[src/rtl/layer_mem_arbiter.sv]
// Round-robin arbiter sharing the layer-memory port between conv engine (r0) and readback (r1).
// Port registers load one cycle after a granted request; read data returns 2 cycles after; no back-pressure beyond gnt.
module layer_mem_arbiter #(
   parameter int AW        = 12,
   parameter int DW        = 13,
   parameter int MAX_BURST = 16
) (
   input  logic          clk,
   input  logic          reset,
   input  logic          r0_req,
   input  logic          r1_req,
   input  logic          r0_lock,
   input  logic          r1_lock,
   input  logic          r0_wr,
   input  logic          r1_wr,
   input  logic          r0_sel,
   input  logic          r1_sel,
   input  logic [AW-1:0] r0_addr,
   input  logic [AW-1:0] r1_addr,
   input  logic [DW-1:0] r0_wdata,
   input  logic [DW-1:0] r1_wdata,
   output logic          r0_gnt,
   output logic          r1_gnt,
   output logic          r0_rvalid,
   output logic          r1_rvalid,
   output logic [DW-1:0] r0_rdata,
   output logic [DW-1:0] r1_rdata,
   output logic          cwr,
   output logic          crd,
   output logic          csel,
   output logic [AW-1:0] caddr_wr,
   output logic [AW-1:0] caddr_rd,
   output logic [DW-1:0] cdata_wr,
   input  logic [DW-1:0] cdata_rd,
   output logic          busy
);

   typedef enum logic [1:0] {IDLE, OWN0, OWN1} state_t;

   localparam logic [8:0] BURST_LIM = 9'(MAX_BURST);

   state_t        state_q, state_d;
   logic          ptr_q, ptr_d;
   logic [7:0]    burst_cnt_q, burst_cnt_d;
   logic          r0_gnt_q, r0_gnt_d, r1_gnt_q, r1_gnt_d, busy_q, busy_d;
   logic          cwr_q, cwr_d, crd_q, crd_d, csel_q, csel_d;
   logic [AW-1:0] caddr_wr_q, caddr_wr_d, caddr_rd_q, caddr_rd_d;
   logic [DW-1:0] cdata_wr_q, cdata_wr_d;
   logic          rd_pend_q, rd_pend_d, rd_id_q, rd_id_d;
   logic          r0_rvalid_q, r0_rvalid_d, r1_rvalid_q, r1_rvalid_d;

   logic          own_id, own_req, own_lock, other_req, issue, burst_hit;
   logic          iss_wr, iss_sel;
   logic [AW-1:0] iss_addr;
   logic [DW-1:0] iss_wdata;
   logic [7:0]    cnt_inc;
   state_t        other_st;

   always_comb begin
      own_id    = (state_q == OWN1);
      own_req   = own_id ? r1_req   : r0_req;
      own_lock  = own_id ? r1_lock  : r0_lock;
      other_req = own_id ? r0_req   : r1_req;
      iss_wr    = own_id ? r1_wr    : r0_wr;
      iss_sel   = own_id ? r1_sel   : r0_sel;
      iss_addr  = own_id ? r1_addr  : r0_addr;
      iss_wdata = own_id ? r1_wdata : r0_wdata;
      other_st  = own_id ? OWN0 : OWN1;
      issue     = ((state_q == OWN0) && r0_req) || ((state_q == OWN1) && r1_req);
      burst_hit = issue && (({1'b0, burst_cnt_q} + 9'd1) >= BURST_LIM);
      cnt_inc   = (burst_cnt_q == 8'hFF) ? burst_cnt_q : burst_cnt_q + 8'd1;

      state_d     = state_q;
      ptr_d       = ptr_q;
      burst_cnt_d = burst_cnt_q;

      case (state_q)
         IDLE: begin
            if (r0_req || r1_req) begin
               // ptr_q = 1 means r1 is favoured on a tie
               state_d     = ((r0_req && r1_req) ? ptr_q : r1_req) ? OWN1 : OWN0;
               burst_cnt_d = 8'd0;
            end
         end
         default: begin
            if (own_lock) begin
               if (issue) burst_cnt_d = cnt_inc;
            end else if (burst_hit && other_req) begin
               state_d     = other_st;
               burst_cnt_d = 8'd0;
               ptr_d       = ~own_id;
            end else if (!own_req) begin
               state_d     = other_req ? other_st : IDLE;
               burst_cnt_d = 8'd0;
               ptr_d       = ~own_id;
            end else if (issue) begin
               burst_cnt_d = cnt_inc;
            end
         end
      endcase

      r0_gnt_d = (state_d == OWN0);
      r1_gnt_d = (state_d == OWN1);
      busy_d   = (state_d != IDLE);

      cwr_d      = issue && iss_wr;
      crd_d      = issue && !iss_wr;
      csel_d     = issue ? iss_sel : csel_q;
      caddr_wr_d = (issue && iss_wr)  ? iss_addr  : caddr_wr_q;
      caddr_rd_d = (issue && !iss_wr) ? iss_addr  : caddr_rd_q;
      cdata_wr_d = (issue && iss_wr)  ? iss_wdata : cdata_wr_q;

      // Tag travels with the read so it returns to its issuer across handovers
      rd_pend_d   = issue && !iss_wr;
      rd_id_d     = own_id;
      r0_rvalid_d = rd_pend_q && !rd_id_q;
      r1_rvalid_d = rd_pend_q && rd_id_q;
   end

   always_ff @(posedge clk) begin
      if (reset) begin
         state_q     <= IDLE;
         ptr_q       <= 1'b0;
         burst_cnt_q <= 8'd0;
         r0_gnt_q    <= 1'b0;
         r1_gnt_q    <= 1'b0;
         busy_q      <= 1'b0;
         cwr_q       <= 1'b0;
         crd_q       <= 1'b0;
         csel_q      <= 1'b0;
         caddr_wr_q  <= '0;
         caddr_rd_q  <= '0;
         cdata_wr_q  <= '0;
         rd_pend_q   <= 1'b0;
         rd_id_q     <= 1'b0;
         r0_rvalid_q <= 1'b0;
         r1_rvalid_q <= 1'b0;
      end else begin
         state_q     <= state_d;
         ptr_q       <= ptr_d;
         burst_cnt_q <= burst_cnt_d;
         r0_gnt_q    <= r0_gnt_d;
         r1_gnt_q    <= r1_gnt_d;
         busy_q      <= busy_d;
         cwr_q       <= cwr_d;
         crd_q       <= crd_d;
         csel_q      <= csel_d;
         caddr_wr_q  <= caddr_wr_d;
         caddr_rd_q  <= caddr_rd_d;
         cdata_wr_q  <= cdata_wr_d;
         rd_pend_q   <= rd_pend_d;
         rd_id_q     <= rd_id_d;
         r0_rvalid_q <= r0_rvalid_d;
         r1_rvalid_q <= r1_rvalid_d;
      end
   end

   assign r0_gnt    = r0_gnt_q;
   assign r1_gnt    = r1_gnt_q;
   assign busy      = busy_q;
   assign cwr       = cwr_q;
   assign crd       = crd_q;
   assign csel      = csel_q;
   assign caddr_wr  = caddr_wr_q;
   assign caddr_rd  = caddr_rd_q;
   assign cdata_wr  = cdata_wr_q;
   assign r0_rvalid = r0_rvalid_q;
   assign r1_rvalid = r1_rvalid_q;
   assign r0_rdata  = cdata_rd;
   assign r1_rdata  = cdata_rd;

endmodule
[config.mk]
export PLATFORM = sky130hd
export DESIGN_NAME = layer_mem_arbiter
export DESIGN_NICKNAME = d
export VERILOG_FILES = /design/src/rtl/layer_mem_arbiter.sv
export SDC_FILE = /design/constraint.sdc
export NUM_CORES = 1
export LEC_CHECK = 0
export ABC_AREA = 1
export BUFFER_PORTS_ARGS = -buffer_cell sky130_fd_sc_hd__buf_4
export CAP_MARGIN = 15
export CORE_ASPECT_RATIO = 2
export CORE_MARGIN = 3
export CORE_UTILIZATION = 49
export CTS_CLUSTER_SIZE = 30
export DETAILED_ROUTE_END_ITERATION = 10
export GPL_ROUTABILITY_DRIVEN = 0
export PLACE_DENSITY_LB_ADDON = 0.08
export SYNTH_ARGS = -nofsm -noshare
export SYNTH_HDL_FRONTEND = slang
export SYNTH_SLANG_ARGS = --single-unit
[constraint.sdc]
create_clock -name clk -period 4.9 [get_ports clk]
set_clock_uncertainty 0.1 [all_clocks]
set_input_delay 0.245 -clock clk [delete_from_list [all_inputs] [get_ports clk]]
set_output_delay 0.245 -clock clk [all_outputs]
set_load 0.005 [all_outputs]
**Yosys cells after proc, flatten, opt, wreduce, memory -nomap -nowiden**

Cells that the tools add are included.

- Word-level logic and storage cells: 69
- Output and inout port bits: 71
- Flip-flop bits (word level): 57
- Input bits: 73

- Bitwise logic cells: 3
- Magnitude comparators: 1
- Add/subtract/negate cells: 2
- Mux-type cells: 25
- Eq/ne operators: 7
- Reduce and logical (&&, ||, !) cells: 16

Operators by type and width:

| kind | number |
|---|---|
| $mux 8 | 7 |
| $mux 2 | 8 |
| $mux 13 | 1 |
| $mux 12 | 1 |
| $add 8x1->9 const B | 1 |
| $ge 9x5->1 const B | 1 |
| $logic_and 1x1->1 | 9 |
| $add 8x1->8 const B | 1 |
| $eq 8x8->1 const B | 1 |
| $mux 1 | 8 |
| $eq 2x1->1 const B | 2 |
| $eq 2x2->1 const B | 2 |
| $not 1->1 | 3 |
| $reduce_and 3->1 | 1 |
| $logic_not 1->1 | 2 |
| $logic_not 2->1 | 1 |
| $logic_or 1x1->1 | 2 |
| $ne 2x1->1 const B | 1 |
| $ne 2x2->1 const B | 1 |
| $reduce_bool 2->1 | 1 |

**Longest topological paths before layout**

Gate-level depths: netlist (run 1).

- Depth in word-level cells: 9
- Mapped depth: 15
- Gate-level depth less buffers: 15

**Worst setup path after synthesis (run 1)**

Ideal clock, no wire load.

- Path type: register to register
- Start: register burst_cnt_q[1]
- End: register busy_q, in the netlist busy
- Buffers on the path: 0
- Clock period less this slack: 1.726 ns
- Data arrival time: 1.510 ns
- Setup slack: 3.174 ns
- Stages on the path, launching flop included: 15
- Path through: dfxtp_1 ha_1 nand2_1 inv_1 nand3b_1 nand2_1 nor2_1 nand2_1 nand2_1 nand2_1 nand3_1 nand2_1 nand2_1 nand2_1 nand2_1

- Longest elaborated chain between the ends: 8

RTL lines:

| element | line | source |
|---|---|---|
| from (decl) | 44 | `logic [7:0] burst_cnt_q, burst_cnt_d;` |
| from (signal assigned) | 141 | `burst_cnt_q <= burst_cnt_d;` |
| $add 8x1->9 | 70 | `burst_hit = issue && (({1'b0, burst_cnt_q} + 9'd1) >= BURST_LIM);` |
| $ge 9x5->1 | 70 |  |
| $logic_and 1x1->1 | 70 |  |
| $logic_and 1x1->1 | 88 | `end else if (burst_hit && other_req) begin` |
| $mux 2 | 88 |  |
| $mux 2 | 86 | `if (own_lock) begin` |
| $mux 2 | 77 | `case (state_q)` |
| $reduce_bool 2->1 | 104 | `busy_d = (state_d != IDLE);` |
| to (signal assigned) | 144 | `busy_q <= busy_d;` |
| to (decl) | 45 | `logic r0_gnt_q, r0_gnt_d, r1_gnt_q, r1_gnt_d, busy_q, busy_d;` |

No other way between the ends.
A chain may end at the register's enable or synchronous reset.

**Worst setup path after layout (run 1)**

- Start: register state_q[0]
- End: register cdata_wr_q[7], in the netlist cdata_wr[7]

- Longest elaborated chain between the ends: 4

RTL lines:

| element | line | source |
|---|---|---|
| from (decl) | 42 | `state_t state_q, state_d;` |
| from (signal assigned) | 139 | `state_q <= state_d;` |
| $eq 2x1->1 or $eq 2x2->1 (tied branches) | 69, 60 |  |
| $logic_and 1x1->1 | 69 | `issue = ((state_q == OWN0) && r0_req) \|\| ((state_q == OWN1) && r1_req);` |
| $logic_or 1x1->1 | 69 |  |
| $logic_and 1x1->1 | 111 | `cdata_wr_d = (issue && iss_wr) ? iss_wdata : cdata_wr_q;` |
| to (signal assigned) | 150 | `cdata_wr_q <= cdata_wr_d;` |
| to (decl) | 48 | `logic [DW-1:0] cdata_wr_q, cdata_wr_d;` |

Parallel ways exist; a longest one is shown, timed or not.

==> results.txt, run 1 <==
In this run the worst path has a maximum fanout of 38. The area share of xor/xnor cells in the synthesized design came out at less than 1%. The number of buffers added to fix hold violations after cts came out at 0. The highest clock rate came out at 357 MHz. Entering global routing, the biggest net connects 39 pins. The post-synth net total is 482. The root buffer cell chosen for the clock tree is clkbuf_8.

The clock-pin slew reported for the worst setup and hold paths after clock tree synthesis is 0.06 ns. The worst relative slew slack came out at 47.8%. By instance count, the cell type seen most on the critical path is inv_2. The fraction of final layout cells sized beyond drive strength 1 is 27.2%. Of the total synthesized cell area, the portion taken by full adders, half adders and majority gates is 0.889%. The first detailed-routing pass ran for 4 iterations.

The critical path in this run is classified as flop to flop. The sum of routed wire length over all layers is 8.07 mm. The power density over the cells came out at 337 nW/um^2. The area of the core region is 5520 sq um. The synthesized netlist contains 31 unique library cells. Setup repair after global routing left no endpoint under its margin. The final critical path takes up 57.2% of the cycle. Measured along the y axis, the die boundary spans between 100 and 150 um.

The analysis attributes to cell leakage a power of 1.69 nW. Clock tree synthesis inserted a total of 9 buffers. Data on the critical path arrives at its endpoint at between 2 and 3 ns. The initial antenna violation count is 0. The flip-flop and latch count after synthesis is 57. The number of hold violations in the final report was 0.

The relative contribution of sequential cells to total power came out at 44.2%. The number of nets with antenna violations after detailed routing came out at 0. The synthesized design contains 0 enable-type register cells. The number of port buffers came out at 104. The post-synthesis async set-or-reset flop share is 0%.

The slack of the worst reg-to-reg path came out at roughly 2.1 ns. Max-cap violations in this run came to 0. The switching power of the nets came out at 366 uW. The sequential area share after synthesis came out at between 40% and 50%.

In this run the deepest clock path goes through 2 buffers. The post-CTS repair timing setup buffer count came out at 0. The floorplan step defined a die boundary enclosing 6750 sq um. The setup TNS after final layout came out at 0 ns. The synthesized netlist occupies a cell area of 2820 sq um. The post-cts resize count came out at 0. The simple-gate share of the synthesized area came out at 29.1%.

The part of the power in the clock network came out at 32.3%. The vias per cell came out at 5.37. The end-of-flow core utilization is 64.5%. Measured along the x axis, the die boundary spans just under 60 um.

The share of synthesized area spent on multiplexers is 0.356%. The worst hold path class is input port to flop. Once layout is done, the placed cells without fillers occupy 3550 sq um. The final count of negative-setup-slack endpoints is 0.

The most used flip-flop cell after synthesis is dfxtp_1. For the pin with the worst max-slew slack, the measured transition is 0.782 ns. TritonCTS built the clock tree. Compared with the post-synthesis result, the final layout area differs by 26.3%. The worst hold path terminates at cdata_wr[6]$_SDFFE_PP0P_. The starting density of the core came out at between 50% and 60%. Per report_power, the combinational group accounts for 23.5% of the total.

The total global routing track utilization came out at 24.9%. The iteration-0 DRC count of the detailed router is 197. The count of vias placed by the detailed router came out at ~2,900. Global routing finished with a remaining overflow of 0. The synthesized area per cell came out at 6.92 sq um.

The floorplan row count is 38. The DRC violation count after routing is 0. The maximum vdd drop came out at 306 uV. The placed instances occupy a cell area of 3380 sq um. The I/O pin count came out at 144. The worst hold path stage count is 3. The antenna diode count is 0. STA classifies the critical path endpoint as a flop. In the final design database the tool counted 552 nets. The H-tree generated during clock tree synthesis spans 3 levels. The run finished with clean final reports.

The half-perimeter wire length after detailed placement is 6.05 mm. The startpoint identified for the worst register-to-register timing path is state_q[0]$_SDFF_PP0_. The number of global-route vias before repair was between 2,000 and 3,000. During synthesis, Yosys emitted a total of 0 warnings. STA classifies the critical path startpoint as a flop. The CTS sink count came out at 57. The shortest clock period the worst path allows after layout came out at 2.80 ns. The detailed-route wire length per cell came out at between 10 and 15 um.

The worst register-to-register path has a depth of 10. The global-route wire length before repair came out at 12.8 mm. After synthesis, the largest family of logic cells by area is simple AND/OR/NAND/NOR gates. The later pin in the worst-skew pair is clocked with a latency of 0.34 ns. Walking the worst path, the cells encountered are inv_2 > nand2_4 > inv_2 > or2_1 > o21ai_2 > inv_2 > nand2_2 > inv_2 > o21ai_0 > a31oi_1. The hold path startpoint is r0_wdata[6].

The tightest hold margin came out at 0.0802 ns. The compound-cell area share of the yosys netlist came out at between 15 and 20%. The max-slew violation count came to 0. The fraction of power spent switching nets is between 30% and 40%. At the worst endpoint, the required time is 5.06 ns. The internal power of the cells totals 833 uW.

On the worst path, the slowest cell contributes a delay of 0.48 ns. The largest individual stage delay along the critical path comes from the cell inv_2. The worst register-to-register path ends at cdata_wr[7]$_SDFFE_PP0P_. The synthesized instance count is 407.
[cells in the final DEF, fill, tap and decap left out, types with 2 or more instances in the layout]
| master | synthesis | final |
|---|---|---|
| clkbuf_1 | 10 | 2 |
| or2_2 | 2 | 2 |
| buf_4 | 26 | 105 |
| clkbuf_8 | 0 | 11 |
| nand3b_1 | 2 | 2 |
| a31oi_1 | 14 | 14 |
| clkinv_2 | 0 | 3 |
| nand2_1 | 119 | 119 |
| nor2_1 | 42 | 42 |
| inv_1 | 16 | 16 |
| nand2_2 | 2 | 2 |
| ha_1 | 2 | 2 |
| o21ai_0 | 33 | 33 |
| a21oi_1 | 24 | 24 |
| nand3_1 | 30 | 30 |
| o21ai_2 | 2 | 2 |
| inv_2 | 4 | 4 |
| dfxtp_1 | 57 | 57 |
| xor2_1 | 2 | 2 |
[metal layers]
layer | track usage, % | routed length (um)
met2 | 44.4 | 4390
met4 | 13.8 | 337
met5 | 0 | 0
met1 | 24.9 | 2830
met3 | 6.39 | 510
[stage by stage]
| stage | setup WS (ns) | std cells | power (mW) |
|---|---|---|---|
| 5_1_grt | 1.82 | 542 | 1.26 |
| 4_1_cts | 2.14 | 542 | 1.20 |
| 2_1_floorplan | 3.17 | 407 | 0.710 |
| 3_3_place_gp | 2.27 | 526 | 0.813 |
| 3_5_place_dp | 2.14 | 526 | 0.819 |
| 6_report | 2.10 | 542 | 1.20 |
[cell type report]
cell class	instances	area (sq um)
fillers	521	1960
inverters	21	78.8
multi-input cells	283	1300
flip-flops and latches	57	1140
well taps	60	75.1
clock buffers	13	159
repair buffers	105	788
clock inverters	3	15.0
[worst max path at each step]
stage	startpoint	to	slack [ns]	cells past startpoint
after global placement	state_q[0]$_SDFF_PP0_	cdata_wr[9]$_SDFFE_PP0P_	2.27	10
after global routing	state_q[0]$_SDFF_PP0_	cdata_wr[11]$_SDFFE_PP0P_	1.82	10
after floorplan	burst_cnt_q[1]$_SDFFE_PP0P_	busy$_SDFF_PP0_	3.17	14
after detailed placement	state_q[0]$_SDFF_PP0_	cdata_wr[7]$_SDFFE_PP0P_	2.14	10
final	state_q[0]$_SDFF_PP0_	cdata_wr[7]$_SDFFE_PP0P_	2.10	10
after CTS	state_q[0]$_SDFF_PP0_	cdata_wr[7]$_SDFFE_PP0P_	2.14	10
[Yosys cell counts (4+ instances only)]
library cell  instances  area (sq um)
buf_4                26           195
inv_2                 4          15.0
a31oi_1              14          87.6
nand2_1             119           447
dfxtp_1              57          1140
inv_1                16          60.1
o21ai_0              33           165
a21oi_1              24           120
nand3_1              30           150
nor2_1               42           158
clkbuf_1             10          37.5
[registers in the layout, summed over array words and instances (netlist names)]
register,cells
caddr_rd,12
caddr_wr,12
rd_id_q,1
burst_cnt_q,8
state_q,2
r1_rvalid,1
rd_pend_q,1
r0_rvalid,1
cwr,1
busy,1
cdata_wr,13
r1_gnt,1
ptr_q,1
r0_gnt,1
csel,1
[power groups by stage]
stage | registers, mW | logic [mW] | clock network (mW)
detailed placement | 0.538 | 0.281 | 0
finish | 0.530 | 0.282 | 0.388
global route | 0.534 | 0.312 | 0.414
floorplan | 0.536 | 0.174 | 0
global placement | 0.538 | 0.275 | 0
CTS | 0.529 | 0.282 | 0.392
[kinds of logic after synthesis]
logic type,Yosys count
buffers and inverters,67
AND/OR/NAND/NOR,200
XOR/XNOR,2
multiplexers,1
flip-flops,57
adder cells (fa/ha/maj),2
AO/OA/AOI/OAI,78
[critical path, delay by kind of cell, from the launching register on]
family	cells	cell delay [ns]
DFF	1	0.36
buffers and inverters	4	1.15
and+or+nand+nor	3	0.56
AOI/OAI and AO/OA	3	0.52
Power figures use the tool's default switching activity.
==> run 2, diff against run 1 <==
--- a/config.mk
+++ b/config.mk
@@ -10,7 +10,7 @@
 export CAP_MARGIN = 15
 export CORE_ASPECT_RATIO = 2
 export CORE_MARGIN = 3
-export CORE_UTILIZATION = 49
+export CORE_UTILIZATION = 46
 export CTS_CLUSTER_SIZE = 30
 export DETAILED_ROUTE_END_ITERATION = 10
 export GPL_ROUTABILITY_DRIVEN = 0
==> constraint.sdc (replaced) <==
create_clock -name clk -period 2.7 [get_ports clk]
set_clock_uncertainty 0.1 [all_clocks]
set_input_delay 0.135 -clock clk [delete_from_list [all_inputs] [get_ports clk]]
set_output_delay 0.135 -clock clk [all_outputs]
set_load 0.005 [all_outputs]
==> results.txt, run 2 (synthesized netlist as in run 1, its figures left out) <==
The most common library cell in the layout ignoring fill and taps is nand2_1 (unchanged). The start-to-end type of the worst setup path was flop to flop (unchanged). The total congestion overflow after global routing came out at 0 (unchanged). The static power due to leakage came out at 1.88 nW (was 1.69 nW). The vias per cell came out at 5.24 (was 5.37). The full die area was 7150 sq um (was 6750 sq um). The starting density of the core was 48.5% (was 51.0%). The slew at the pin with the worst max-slew slack is 0.780 ns (was 0.782 ns).

The clock-pin slew reported for the worst setup and hold paths after clock tree synthesis came to 0.05 ns (was 0.06 ns). The clock latency reported for the late side of the worst-skew pair came to 0.32 ns (was 0.34 ns). The worst hold path stage count came out at 3 (unchanged). The maximum number of pins on one net before global-route repair is 39 (unchanged). The post-place setup slack came out at 0.553 ns (was 2.14 ns). The data arrival time at the worst-slack endpoint was 2.69 ns (was 2.97 ns). The nature of the critical path startpoint is a flop (unchanged). The maximum number of buffers from clock root to sink came out at 2 (unchanged). The cell area reported after detailed placement came out at 3400 sq um (was 3380 sq um). The half-perimeter wire length after detailed placement is 5.80 mm (was 6.05 mm). The multi-input logic area is 1300 sq um (unchanged). The max-slew violation count is 0 (unchanged).

The H-tree depth reported by CTS came to 3 (unchanged). The count of vias placed by the detailed router is 2,984 (was 2,913). The maximum vdd drop came to 462 uV (was 306 uV). The initial antenna violation count is 0 (unchanged). The number of optimization iterations in the first detailed-route pass was 4 (unchanged). The iteration-0 DRC count of the detailed router came to 202 (was 197). The CTS sink count was 57 (unchanged). The fraction of final layout cells sized beyond drive strength 1 is 26.6% (was 27.2%). The area growth from synthesis to final layout came out at 39.7% (was 26.3%). The number of global-route vias before repair was 2,818 (was 2,832). The number of buffers added by the clock tree synthesis step came out at 9 (unchanged). The final net count came to 578 (was 552). The global-route wire length before repair was 13.0 mm (was 12.8 mm).

The end-of-flow core utilization came out at 67.7% (was 64.5%). The relative contribution of combinational cells to total power is 21.6% (was 23.5%). The sequential cell area in the final layout is 1140 sq um (unchanged). The number of inserted filler cells in the final layout came out at 522 (was 521). The post-CTS repair timing setup buffer count came to 0 (unchanged). The TritonCTS clock tree is done (unchanged). The worst relative slew slack was 47.9% (was 47.8%). The non-filler instance count after layout came out at 569 (was 542). The part of the power in the clock network is 41.7% (was 32.3%). Setup repair after global routing missed its margin: no (unchanged). The tightest hold margin is 0.0103 ns (was 0.0802 ns). The number of hold violations in the final report is 0 (unchanged). The power density over the cells came out at 663 nW/um^2 (was 337 nW/um^2).

The setup TNS after final layout is 0 ns (unchanged). The DRC violation count after routing is 0 (unchanged). The part of the cycle the worst path needs is 93.6% (was 57.2%). The switching power of the nets is 719 uW (was 366 uW).

The required time of the critical path is 2.86 ns (was 5.06 ns). The antenna diode count came out at 0 (unchanged). The largest fanout of any net on the critical path came out at 38 (unchanged). The capturing element type of the critical path is a flop (unchanged). The final count of negative-setup-slack endpoints came out at 0 (unchanged).

The number of nets with antenna violations after detailed routing is 0 (unchanged). The flip-flop count of the largest register after layout came to 13 (unchanged). The shortest clock period the worst path allows after layout came out at 2.53 ns (was 2.80 ns). The cell count after placement came to 530 (was 526). The area of the core region came out at 5810 sq um (was 5520 sq um). The total power came out at 2.61 mW (was 1.20 mW).

Most frequent cells in the layout: 119 x nand2_1, 108 x buf_4, 57 x dfxtp_1 (was 119 x nand2_1, 105 x buf_4, 57 x dfxtp_1). The highest clock rate came out at 396 MHz (was 357 MHz). The die width came to 61.3 um (was 59.6 um). The worst hold path class is input port to flop (unchanged). The I/O pin count came to 144 (unchanged). The final worst-path setup slack is 0.173 ns (was 2.10 ns). The sum of routed wire length over all layers was 8.40 mm (was 8.07 mm). The total global routing track utilization was 24.5% (was 24.9%). The detailed-route wire length per cell was 14.8 um (was 14.9 um).

The post-route cell area is 3930 sq um (was 3550 sq um). The internal power consumption came out at 1.89 mW (was 833 uW). The die height came out at 117 um (was 113 um). The floorplan row count was 39 (was 38).

The number of port buffers came out at 104 (unchanged). The path depth of the worst reg2reg path is 9 (was 10). The number of violations of the max-capacitance limit is 0 (unchanged). The relative contribution of sequential cells to total power came out at 36.7% (was 44.2%). Run status: complete, no violations (unchanged).

The fraction of power spent switching nets is 27.5% (was 30.5%). The cell chosen for the clock root is clkbuf_16 (was clkbuf_8).
run 2: cell type report:
cell class,instances,area share [%]
repair buffers,131,26.5
flip-flops and latches,57,29.0
clock buffers,14,7.22
inverters,21,2.13
multi-input cells,283,33.0
well taps,61,1.94
clock inverters,2,0.254
run 2: final timing paths:
kind,end,from,slack [ns]
worst max-delay path,cdata_wr[6]$_SDFFE_PP0P_,state_q[0]$_SDFF_PP0_,0.17
worst min-delay path,cdata_wr[5]$_SDFFE_PP0P_,r1_wdata[5],0.01
worst max register to register,cdata_wr[6]$_SDFFE_PP0P_,state_q[0]$_SDFF_PP0_,0.17
worst min register to register,r0_rvalid$_SDFF_PP0_,rd_id_q$_SDFF_PP0_,0.31
run 2: worst max-delay path: stages (launching register included):
cell	delay (ns)
dfxtp_1	0.36
inv_2	0.11
nand2_4	0.08
o21ai_1	0.14
buf_4	0.27
nand2_2	0.24
inv_6	0.28
o21ai_0	0.11
a31oi_1	0.19
dlygate4sd3_1	0.57
run 2: per-layer routing:
metal | up-vias | global-route usage, % | share of wire [%]
li1 | 1491 | - | -
met1 | 1361 | 25.3 | 36
met2 | 112 | 42.2 | 54
met3 | 20 | 8.30 | 7.4
met4 | 0 | 12.3 | 3.1
met5 | - | 0 | 0
run 2: repair_timing:
action | in CTS | in global routing
endpoints found under the setup margin | 0 | 11
resized for setup | 0 | 3
hold buffers | 23 | 0
hold endpoints to repair | 12 | 0
run 2: power by group through the flow:
| stage | Clock, mW | Sequential (mW) | Combinational (mW) |
|---|---|---|---|
| 2_1_floorplan | 0 | 0.973 | 0.316 |
| 3_3_place_gp | 0 | 0.971 | 0.517 |
| 3_5_place_dp | 0 | 0.973 | 0.522 |
| 4_1_cts | 1.10 | 0.958 | 0.563 |
| 5_1_grt | 1.14 | 0.966 | 0.622 |
| 6_report | 1.09 | 0.959 | 0.564 |
==> run 3, diff against run 2 <==
--- a/config.mk
+++ b/config.mk
@@ -14,6 +14,7 @@
 export CTS_CLUSTER_SIZE = 30
 export DETAILED_ROUTE_END_ITERATION = 10
 export GPL_ROUTABILITY_DRIVEN = 0
+export HOLD_SLACK_MARGIN = 0.02
 export PLACE_DENSITY_LB_ADDON = 0.08
 export SYNTH_ARGS = -nofsm -noshare
 export SYNTH_HDL_FRONTEND = slang
==> results.txt, run 3 (synthesized netlist as in run 1, its figures left out) <==
Run status: complete, no violations (unchanged). Worst path cell trace: inv_2 > nand2_4 > o21ai_1 > buf_4 > nand2_2 > inv_8 > o21ai_0 > a31oi_1 > dlygate4sd3_1 (was inv_2 > nand2_4 > o21ai_1 > buf_4 > nand2_2 > inv_6 > o21ai_0 > a31oi_1 > dlygate4sd3_1). The worst hold path stage count came out at 3 (unchanged). The vias per cell came to 5.25 (was 5.24).

The iteration-0 DRC count of the detailed router came out at 177 (was 202). The worst relative slew slack came out at 46.8% (was 47.9%). The switching power of the nets came out at 723 uW (was 719 uW). The fraction of power spent switching nets was 27.6% (was 27.5%).

The antenna diode count is 0 (unchanged). The part of the cycle the worst path needs came out at 92.7% (was 93.6%). The number of violations of the max-capacitance limit is 0 (unchanged). Most frequent cells in the layout: 119 x nand2_1, 108 x buf_4, 57 x dfxtp_1 (unchanged). The nature of the critical path startpoint is a flop (unchanged). The total global routing track utilization was 24.8% (was 24.5%).

The slack of the worst reg-to-reg path came out at 0.20 ns (was 0.17 ns). The area growth from synthesis to final layout is 41.2% (was 39.7%). The sum of routed wire length over all layers came out at 8.50 mm (was 8.40 mm).

The clock-pin slew reported for the worst setup and hold paths after clock tree synthesis was 0.05 ns (about the same). The hold-critical path endpoint is cdata_wr[8]$_SDFFE_PP0P_ (was cdata_wr[5]$_SDFFE_PP0P_). The part of the power in the clock network came out at 41.6% (was 41.7%). The shortest clock period the worst path allows after layout is 2.50 ns (was 2.53 ns). The maximum number of buffers from clock root to sink is 2 (unchanged). The worst hold path class is input port to flop (unchanged).

The largest delay contributor family on the critical path was buffers and inverters (unchanged). The die height is 117 um (unchanged). The clock latency reported for the late side of the worst-skew pair is 0.32 ns (about the same). The CTS sink count came out at 57 (unchanged).

The TritonCTS clock tree is done (unchanged). The highest cell delay on the worst timing path is 0.57 ns (about the same). The power density over the cells came out at 659 nW/um^2 (was 663 nW/um^2).

The global-route wire length before repair is 13.1 mm (was 13.0 mm). The setup TNS after final layout is 0 ns (unchanged). The area of the core region came out at 5810 sq um (unchanged). The final net count is 582 (was 578).

The max-slew violation count is 0 (unchanged). The number of inserted filler cells in the final layout is 510 (was 522). The die width is 61.3 um (unchanged).

The capturing element type of the critical path is a flop (unchanged). The number of nets with antenna violations after detailed routing is 0 (unchanged). The maximum vdd drop is 462 uV (about the same).

The maximum number of pins on one net before global-route repair came out at 39 (unchanged). The slowest cell on the critical path is dlygate4sd3_1 (unchanged). The path depth of the worst reg2reg path came out at 9 (unchanged). The count of vias placed by the detailed router came to 3,007 (was 2,984).

The internal power consumption is 1.90 mW (was 1.89 mW). The count of buffer and inverter cells on the critical path came out at 4 (unchanged). The half-perimeter wire length after detailed placement came out at 5.80 mm (unchanged). The required time of the critical path came out at 2.86 ns (about the same). The H-tree depth reported by CTS is 3 (unchanged). The source of the worst register-to-register timing path is state_q[0]$_SDFF_PP0_ (unchanged).

The number of hold violations in the final report came out at 0 (unchanged). The I/O pin count came out at 144 (unchanged). The cell count after placement is 530 (unchanged). The full die area came out at 7150 sq um (unchanged). The detailed-route wire length per cell is 14.8 um (about the same). The final count of negative-setup-slack endpoints is 0 (unchanged). The reg-to-reg endpoint was cdata_wr[6]$_SDFFE_PP0P_ (unchanged). The starting density of the core came to 48.5% (unchanged). The flip-flop count of the largest register after layout is 13 (unchanged). The floorplan row count is 39 (unchanged). The initial antenna violation count came out at 0 (unchanged). The number of global-route vias before repair came to 2,856 (was 2,818). The fraction of final layout cells sized beyond drive strength 1 is 26.4% (was 26.6%).

The start-to-end type of the worst setup path is flop to flop (unchanged). The relative contribution of combinational cells to total power came out at 21.8% (was 21.6%). The cell chosen for the clock root is clkbuf_16 (unchanged). The relative contribution of sequential cells to total power was 36.6% (was 36.7%). The total congestion overflow after global routing came out at 0 (unchanged). The most common library cell in the layout ignoring fill and taps is nand2_1 (unchanged).

The number of buffers added by the clock tree synthesis step was 9 (unchanged). The number of port buffers is 104 (unchanged). Setup repair after global routing missed its margin: no (unchanged).

The static power due to leakage is 1.90 nW (was 1.88 nW). The cell area reported after detailed placement is 3400 sq um (unchanged). The post-route cell area was 3980 sq um (was 3930 sq um). The DRC violation count after routing was 0 (unchanged).

The number of optimization iterations in the first detailed-route pass is 4 (unchanged). The non-filler instance count after layout was 573 (was 569). The largest fanout of any net on the critical path is 38 (unchanged). The slew at the pin with the worst max-slew slack is 0.797 ns (was 0.780 ns). The origin of the worst setup path is state_q[0]$_SDFF_PP0_ (unchanged). The hold path startpoint was r0_wdata[8] (was r1_wdata[5]). The data arrival time at the worst-slack endpoint came out at 2.67 ns (was 2.69 ns).

The highest clock rate is 399 MHz (was 396 MHz).
run 3: cell count changes in the layout (fill, tap and decap cells not counted):
| cell | previous run | this run |
|---|---|---|
| dlygate4sd3_1 | 23 | 27 |
| inv_8 | 0 | 1 |
| inv_6 | 1 | 0 |
run 3: tightest hold or removal path, delay by kind of cell:
family	cells	cell delay, ns
buffers and inverters	1	0.11
AOI/OAI and AO/OA	1	0.08
and+or+nand+nor	1	0.05
run 3: metal layers:
metal,track usage (%),wire [um]
met1,25.6,3030
met2,42.8,4610
met3,8.30,599
met4,12.3,257
met5,0,0
run 3: metrics by stage:
stage               hold WS [ns]  setup slack, ns  util, %  total power, mW
floorplan                  0.196            0.974        -             1.29
global placement           0.170            0.645     58.6             1.49
detailed placement         0.170            0.553     58.6             1.49
CTS                       0.0212           0.0191     68.3             2.63
global route              0.0279           0.0442     68.5             2.74
finish                    0.0206            0.197     68.5             2.62
run 3: cell type report:
cell class	instances	area (sq um)	area share [%]
clock buffer	14	284	7.14
clock inverter	2	10.0	0.252
inverter	21	86.3	2.17
multi-input combinational	283	1300	32.6
sequential	57	1140	28.7
tap	61	76.3	1.92
timing repair buffer	135	1080	27.2
run 3: repair_timing:
| action | 4_1_cts | 5_1_grt |
|---|---|---|
| gates resized for setup | 0 | 4 |
| hold buffers | 27 | 0 |
| setup endpoints to repair | 0 | 11 |
| setup buffers | 0 | 0 |
| endpoints found under the hold margin | 14 | 0 |
run 3: how the worst max path moves through the flow:
| stage | to | slack, ns | cells after the start |
|---|---|---|---|
| after floorplan | busy$_SDFF_PP0_ | 0.97 | 14 |
| after global placement | cdata_wr[6]$_SDFFE_PP0P_ | 0.65 | 8 |
| after detailed placement | cdata_wr[5]$_SDFFE_PP0P_ | 0.55 | 8 |
| after CTS | cdata_wr[0]$_SDFFE_PP0P_ | 0.02 | 9 |
| after global routing | cdata_wr[9]$_SDFFE_PP0P_ | 0.04 | 9 |
| final | cdata_wr[6]$_SDFFE_PP0P_ | 0.20 | 9 |
run 3: power groups by stage:
stage	Sequential [mW]	Clock (mW)	Combinational [mW]
global placement	0.971	0	0.517
floorplan	0.973	0	0.316
detailed placement	0.973	0	0.522
global route	0.966	1.14	0.630
CTS	0.958	1.10	0.569
finish	0.959	1.09	0.572
